`src/rtl/spi_reg_ctrl.sv`:
```
// SPI transaction controller: decodes command bytes, drives the GPIO
// expander register bank and returns read data to the SPI shift stage.
module spi_reg_ctrl #(
    parameter int NUM_REGS = 4,
    parameter int ADDR_W   = 2,
    parameter int IN_SYNC  = 2
) (
    input  logic       clk,
    input  logic       rst,
    input  logic       en,
    input  logic       rx_valid,
    input  logic [7:0] rx_byte,
    output logic [7:0] tx_byte,
    output logic       tx_load,
    input  logic [7:0] gpio_in,
    output logic [7:0] gpio_out,
    output logic [7:0] gpio_oe,
    output logic       irq,
    output logic       err
);

    typedef enum logic [2:0] {
        S_IDLE, S_CMD, S_WR, S_RD, S_ERR
    } state_e;

    localparam logic [ADDR_W-1:0] A_OUT = ADDR_W'(0);
    localparam logic [ADDR_W-1:0] A_DIR = ADDR_W'(1);
    localparam logic [ADDR_W-1:0] A_IN  = ADDR_W'(2);
    localparam logic [ADDR_W-1:0] A_MSK = ADDR_W'(3);

    state_e            state_q, state_d;
    logic [ADDR_W-1:0] addr_q, addr_d;
    logic [7:0]        out_q, out_d;
    logic [7:0]        dir_q, dir_d;
    logic [7:0]        msk_q, msk_d;
    logic [7:0]        txb_q, txb_d;
    logic              txl_q, txl_d;
    logic              irq_q, irq_d;
    logic              err_q, err_d;
    logic [7:0]        sync_q [IN_SYNC];
    logic [7:0]        in_prev_q;

    logic [7:0]        in_sync;
    logic [ADDR_W-1:0] cmd_addr, addr_nx, rd_addr;
    logic              cmd_wr, cmd_bad, chg;
    logic [7:0]        rd_data;
    logic              load;

    assign in_sync  = sync_q[IN_SYNC-1];
    assign cmd_wr   = rx_byte[7];
    assign cmd_addr = rx_byte[ADDR_W-1:0];
    assign cmd_bad  = |rx_byte[6:ADDR_W];
    assign addr_nx  = addr_q + ADDR_W'(1);
    assign chg      = |((in_sync ^ in_prev_q) & msk_q);

    // Read address: command address on the command byte, else the next burst slot
    always_comb begin
        rd_addr = addr_nx;
        if (state_q == S_CMD) rd_addr = cmd_addr;
    end

    always_comb begin
        rd_data = 8'h00;
        if (rd_addr == A_OUT) rd_data = out_q;
        else if (rd_addr == A_DIR) rd_data = dir_q;
        else if (rd_addr == A_IN) rd_data = in_sync;
        else if (rd_addr == A_MSK) rd_data = msk_q;
    end

    always_comb begin
        state_d = state_q;
        addr_d  = addr_q;
        out_d   = out_q;
        dir_d   = dir_q;
        msk_d   = msk_q;
        txb_d   = txb_q;
        txl_d   = 1'b0;
        err_d   = err_q;
        load    = 1'b0;
        unique case (state_q)
            S_IDLE: begin
                if (!en) begin
                    state_d = S_CMD;
                    err_d   = 1'b0;
                end
            end
            S_CMD: begin
                if (rx_valid) begin
                    addr_d = cmd_addr;
                    if (cmd_bad) begin
                        state_d = S_ERR;
                        err_d   = 1'b1;
                    end else if (cmd_wr) begin
                        state_d = S_WR;
                    end else begin
                        state_d = S_RD;
                        load    = 1'b1;
                    end
                end
            end
            S_WR: begin
                if (rx_valid) begin
                    addr_d = addr_nx;
                    if (addr_q == A_OUT) out_d = rx_byte;
                    else if (addr_q == A_DIR) dir_d = rx_byte;
                    else if (addr_q == A_MSK) msk_d = rx_byte;
                    else if (addr_q == A_IN) err_d = 1'b1;
                end
            end
            S_RD: begin
                if (rx_valid) begin
                    addr_d = addr_nx;
                    load   = 1'b1;
                end
            end
            S_ERR: ;
            default: state_d = S_IDLE;
        endcase
        // Frame end wins over state, after the coincident byte is handled
        if (state_q != S_IDLE && en) state_d = S_IDLE;
        if (load) begin
            txl_d = 1'b1;
            txb_d = rd_data;
        end
    end

    always_comb begin
        irq_d = irq_q;
        if (load && rd_addr == A_IN) irq_d = 1'b0;
        if (chg) irq_d = 1'b1;
    end

    always_ff @(posedge clk or negedge rst) begin
        if (!rst) begin
            state_q <= S_IDLE;
            addr_q  <= '0;
            out_q   <= 8'h00;
            dir_q   <= 8'h00;
            msk_q   <= 8'h00;
            txb_q   <= 8'h00;
            txl_q   <= 1'b0;
            irq_q   <= 1'b0;
            err_q   <= 1'b0;
        end else begin
            state_q <= state_d;
            addr_q  <= addr_d;
            out_q   <= out_d;
            dir_q   <= dir_d;
            msk_q   <= msk_d;
            txb_q   <= txb_d;
            txl_q   <= txl_d;
            irq_q   <= irq_d;
            err_q   <= err_d;
        end
    end

    always_ff @(posedge clk or negedge rst) begin
        if (!rst) begin
            for (int i = 0; i < IN_SYNC; i++) sync_q[i] <= 8'h00;
            in_prev_q <= 8'h00;
        end else begin
            sync_q[0] <= gpio_in;
            for (int i = 1; i < IN_SYNC; i++) sync_q[i] <= sync_q[i-1];
            in_prev_q <= in_sync;
        end
    end

    assign tx_byte  = txb_q;
    assign tx_load  = txl_q;
    assign gpio_out = out_q;
    assign gpio_oe  = dir_q;
    assign irq      = irq_q;
    assign err      = err_q;

endmodule
```
`config.mk`:
```
export PLATFORM = sky130hd
export DESIGN_NAME = spi_reg_ctrl
export DESIGN_NICKNAME = d
export VERILOG_FILES = /design/src/rtl/spi_reg_ctrl.sv
export SDC_FILE = /design/constraint.sdc
export NUM_CORES = 1
export LEC_CHECK = 0
export BUFFER_PORTS_ARGS = -buffer_cell sky130_fd_sc_hd__clkbuf_2
export CAP_MARGIN = 20
export CORE_MARGIN = 3
export CORE_UTILIZATION = 44
export CTS_BUF_LIST = sky130_fd_sc_hd__clkbuf_8
export DETAILED_ROUTE_END_ITERATION = 8
export MAX_ROUTING_LAYER = met4
export PLACE_DENSITY = 0.67
export SLEW_MARGIN = 0
export SYNTH_ARGS = -nofsm -noshare
export SYNTH_HDL_FRONTEND = slang
export SYNTH_SLANG_ARGS = --single-unit
```
`constraint.sdc`:
```
create_clock -name clk -period 1.86 [get_ports clk]
set_input_delay 0.279 -clock clk [delete_from_list [all_inputs] [get_ports clk]]
set_output_delay 0.279 -clock clk [all_outputs]
set_load 0.1 [all_outputs]
```
Yosys cells after proc, flatten, opt, wreduce, memory -nomap -nowiden
Index checks and enable logic that the tools add are counted.
- flip-flop bits (word level): 64
- word-level logic and storage cells: 89
- bits of input ports: 20
- output and inout port bits: 27
- add/sub/neg operators: 1
- muxes and demuxes: 31
- reductions and logical operators: 19
- equal/unequal tests: 22
- bitwise gates (word level): 4
- operator list (kind ; count):
    two-way mux 8 bit ; 4
    two-way mux 1 bit ; 16
    != test 2 bit, second input constant ; 8
    two-way mux 3 bit ; 4
    one-hot mux 3 bit (3 select lines) ; 1
    AND reduction 3 bit ; 3
    AND reduction 9 bit ; 1
    bitwise AND 8 bit ; 1
    == test 2 bit, second input constant ; 4
    OR reduction 8 bit ; 1
    XOR 8 bit ; 1
    == test 3 x 2 -> 1 bit, second input constant ; 2
    two-way mux 2 bit ; 3
    nonzero test 3 bit ; 2
    AND reduction 5 bit ; 1
    OR reduction 5 bit ; 1
    == test 2 x 1 -> 1 bit, second input constant ; 2
    logical NOT 2 bit ; 2
    != test 2 x 1 -> 1 bit, second input constant ; 2
    one-hot mux 2 bit (2 select lines) ; 1
    AND reduction 4 bit ; 1
    nonzero test 2 bit ; 2
    == test 3 x 1 -> 1 bit, second input constant ; 1
    == test 3 bit, second input constant ; 1
    10 further kinds ; 12

Logic depth before layout (Yosys ltp)
- depth after elaboration: 7
- mapped depth: 6

Least setup slack after synthesis
OpenSTA, ideal clock, no wires.
- path type: flip-flop to flip-flop
- start: reg state_q[1]
- end: reg txb_q[0] (netlist: tx_byte[0])
- clock period less this slack: 1.997 ns
- cell stages (with the launch flop): 6
- path buffers: 1
- data arrival time: 1.893 ns
- slack: -0.137 ns
- cells stage by stage: dfrtp_1 > clkbuf_1 > nor3b_1 > mux2i_1 > o211ai_1 > a221oi_1
- word-level cells in the longest chain between the ends: 7
- ends and longest elaborated chain (element ; RTL line ; source):
    start, declared ; 31 ; state_e state_q, state_d;
    start signal, assigned ; 145 ; state_q <= state_d;
    == test 3 x 1 -> 1 bit ; 59, 80 ;
    two-way mux 2 bit ; 59 ; if (state_q == S_CMD) rd_addr = cmd_addr;
    == test 2 bit ; 67 ; else if (rd_addr == A_MSK) rd_data = msk_q;
    two-way mux 8 bit ; 67 ;
    two-way mux 8 bit ; 66 ; else if (rd_addr == A_IN) rd_data = in_sync;
    two-way mux 8 bit ; 65 ; else if (rd_addr == A_DIR) rd_data = dir_q;
    two-way mux 8 bit ; 64 ; if (rd_addr == A_OUT) rd_data = out_q;
    end signal, assigned ; 150 ; txb_q <= txb_d;
    end, declared ; 36 ; logic [7:0] txb_q, txb_d;
Parallel ways exist; a longest one is shown, timed or not.
A chain may end at the register's enable or synchronous reset.

Worst setup path after layout
- start: reg state_q[1]
- end: reg txb_q[5] (netlist: tx_byte[5])
The elaborated chain is that of the path after synthesis.

==> metrics.yaml <==
logic_synthesis:
  number_of_flops_mapped_to_enable_cells_by_yosys: 0
  synth.net_count: 237
  postSynthAreaPerCell_um2: 13.0
  ys_seq_elements: 64
  netlist_top_cells_count: "64 x sky130_fd_sc_hd__dfrtp_1, 24 x sky130_fd_sc_hd__mux2_2, 11 x sky130_fd_sc_hd__a21oi_1, 11 x sky130_fd_sc_hd__mux2i_1"
  synth_area_leaders: "sky130_fd_sc_hd__dfrtp_1 58%, sky130_fd_sc_hd__mux2_2 9.8%, sky130_fd_sc_hd__mux2i_1 4.0%, sky130_fd_sc_hd__a221oi_1 2.9%, sky130_fd_sc_hd__xor2_1 2.5%"
  yosysUniqueCellTypes: 39
  synthCells: 213
  netlist_area_um2: 2760
  synth_sequential_area_ratio_pct: 58.0
  yosysTopAreaCellShare_pct: 58.0
  yosysWarnings: 0
  synth_top_flop_cell: "sky130_fd_sc_hd__dfrtp_1"
  post-synth-top-count-cell: "sky130_fd_sc_hd__dfrtp_1"
  ys_async_sr_fraction_pct: 100
  synthDominantAreaCellType: "sky130_fd_sc_hd__dfrtp_1"
floorplanning:
  top_level_ports: 47
  row_count: 28
  floorplan.die.height_um: 85.2
  floorplan.initialDensity_pct: 46.1
  core_um2: 5990
  die_width_um: 85.2
  total_die_area_um2: 7260
power:
  p_leak_nw: 1.69
  ir_drop_mv: 0.647
  powerDensity_nw_per_um2: 1010
  p_total_mw: 3.45
layout:
  final_util_pct: 57.1
  layoutNonFillerInstCount: 363
  number_of_diodes: 0
  layout.nets: 308
  stdcell_area_um2: 3420
  area_growth_syn_to_layout_pct: 23.9
  drive_above_1_share_pct: 37.8
global_routing:
  first_global_vias: 1973
  globalRouteOverflowTotal: 0
  grtUsageMet2_pct: 27.9
  global_route.peak_usage_layer: "met2"
  track_usage_pct: 19.1
  antenna_found_initial: 0
  grt_max_degree: 47
  grt_pass1_wl_um: 10100
  grt_use_met1_pct: 25.3
  global_route_met3_usage_pct: 3.40
placement:
  hpwl_detailed_um: 4540
  placement.io_buffers: 46
  placedCellCount: 345
  routabilityCongestion: 0.877
  post-place-ws_ns: -0.0154
  dpl_cell_area_um2: 3210
setup_path:
  worstPathRequired_ns: 2.09
  critical_path_peak_fanout: 11
  worst_setup_path_end_kind: "flip-flop"
  critical_path_at_ns: 2.02
  criticalPathCategory: "reg -> reg"
  worstSetupStartpointType: "flip-flop"
drt:
  final_antenna_net_count: 0
  route.vias.total: 2007
  drt-pass1-iter-count: 4
  finalWirelength_um: 6430
  vias_per_cell: 5.53
  first_iter_violations: 137
  wl_per_cell_um: 17.7
  drc: 0
timing:
  worst_slew_pin_slew_ns: 0.583
  slew_headroom_pct: 61.1
  fin_hold_ws_ns: 0.0415
  final.setup.tns_ns: 0
  fmax_mhz: 559
  skew_ns: 0.00461
  final-max-slew-violation-count: 0
  worst_slack_ns: 0.0698
  final.period_utilization_pct: 96.2
  final.min_clock_period_ns: 1.79
  unrepaired_setup_endpoints_after_global_routing: "true"
  setup-violations-final: 0
  timing_hold_violations_final: 0
run_status:
  run_status: "completed"
worst_hold_path:
  hold_path_class: "in -> reg"
clock_tree:
  htree_num_levels: 3
  numCtsBuffers: 9
  worst_skew_pair.late_latency_ns: 0.34
  cts_sinks: 64
  clock_tree.root_cell: "sky130_fd_sc_hd__clkbuf_8"
  cts.reportedPaths.clkPinSlew_ns: 0.07
  ctsLongestPathBuffers: 2
  tritoncts: "yes"
run:
  maxCapViolCount: 0
sequential cells by signal, summed over array words and instances, names as in the netlist:
register,flops
irq,1
err,1
state_q,3
in_sync,8
gpio_out,8
tx_load,1
in_prev_q,8
msk_q,8
tx_byte,8
gpio_oe,8
sync_q,8
addr_q,2
worst max-delay path, stage by stage (launching register included):
cell	delay (ns)
sky130_fd_sc_hd__dfrtp_1	0.39
sky130_fd_sc_hd__buf_4	0.18
sky130_fd_sc_hd__nor3b_4	0.24
sky130_fd_sc_hd__mux2i_2	0.28
sky130_fd_sc_hd__buf_4	0.18
sky130_fd_sc_hd__o211ai_1	0.11
sky130_fd_sc_hd__a221oi_1	0.30
layout by cell type (no fill, tap or decap), drive strengths merged, types with 2 or more instances in the layout:
cell type | synthesis | final
xor2 | 8 | 8
a221oi | 9 | 9
mux2 | 24 | 24
nand3 | 2 | 2
and2 | 2 | 2
nand2b | 2 | 2
buf | 3 | 20
or4 | 9 | 9
a31oi | 2 | 2
nor2 | 7 | 7
o21ai | 3 | 3
dfrtp | 64 | 64
mux2i | 12 | 12
clkinv | 0 | 3
nand2 | 4 | 4
nor3b | 2 | 2
o211ai | 8 | 8
inv | 4 | 6
a22oi | 2 | 2
clkbuf | 4 | 55
o22a | 2 | 2
and3b | 2 | 2
a21oi | 11 | 11
nor2b | 2 | 2
ha | 4 | 4
nor3 | 2 | 2
or3 | 9 | 9
cell families (layout without fill, tap and decap cells):
kind of cell	Yosys count	count (layout)	share of synthesized area, %
DFF	64	64	58.0
xor gates and xnor gates	8	8	2.54
muxes	36	36	14.6
AOI/OAI and AO/OA	43	43	10.9
adders and majority gates	4	4	1.81
buffers and inverters	11	86	1.81
and+or+nand+nor	47	47	10.4
path summary, 6_finish.rpt:
path                             from          to  slack [ns]  cells past startpoint
hold / removal             gpio_in[0]   sync_q[8]        0.04                      1
max in group asynchronous         rst  gpio_oe[1]        0.88                      3
setup reg to reg           state_q[1]  tx_byte[5]        0.07                      6
hold reg to reg            sync_q[13]  in_sync[5]        0.35                      0
setup / recovery           state_q[1]  tx_byte[5]        0.07                      6
min in group asynchronous         rst     tx_load        0.45                      3
layer usage:
layer	routed length (um)	up-vias
met2	3150	56
met5	0	-
met4	114	0
met3	297	10
li1	-	946
met1	2870	995
power breakdown:
| group | switching, mW | leakage (nW) | internal (mW) |
|---|---|---|---|
| combinational | 0.650 | 0.784 | 0.313 |
| sequential | 0.0548 | 0.822 | 1.47 |
| clock | 0.501 | 0.0872 | 0.458 |
area by class of cell:
class	instances	area [um2]
timing repair buffer	67	407
inverter	4	15.0
clock inverter	6	30.0
sequential	64	1600
multi-input combinational	138	1150
clock buffer	9	124
fill	523	2570
tap	75	93.8
timing repair:
item / CTS / global route
setup buffers: 1 / 1
pin swaps: 0 / 5
hold endpoints to repair: 18 / 0
cloned: 0 / 0
hold buffers: 1 / 0
setup endpoints to repair: 1 / 9
resized for setup: 0 / 7
(Power assumes the default switching activity.)
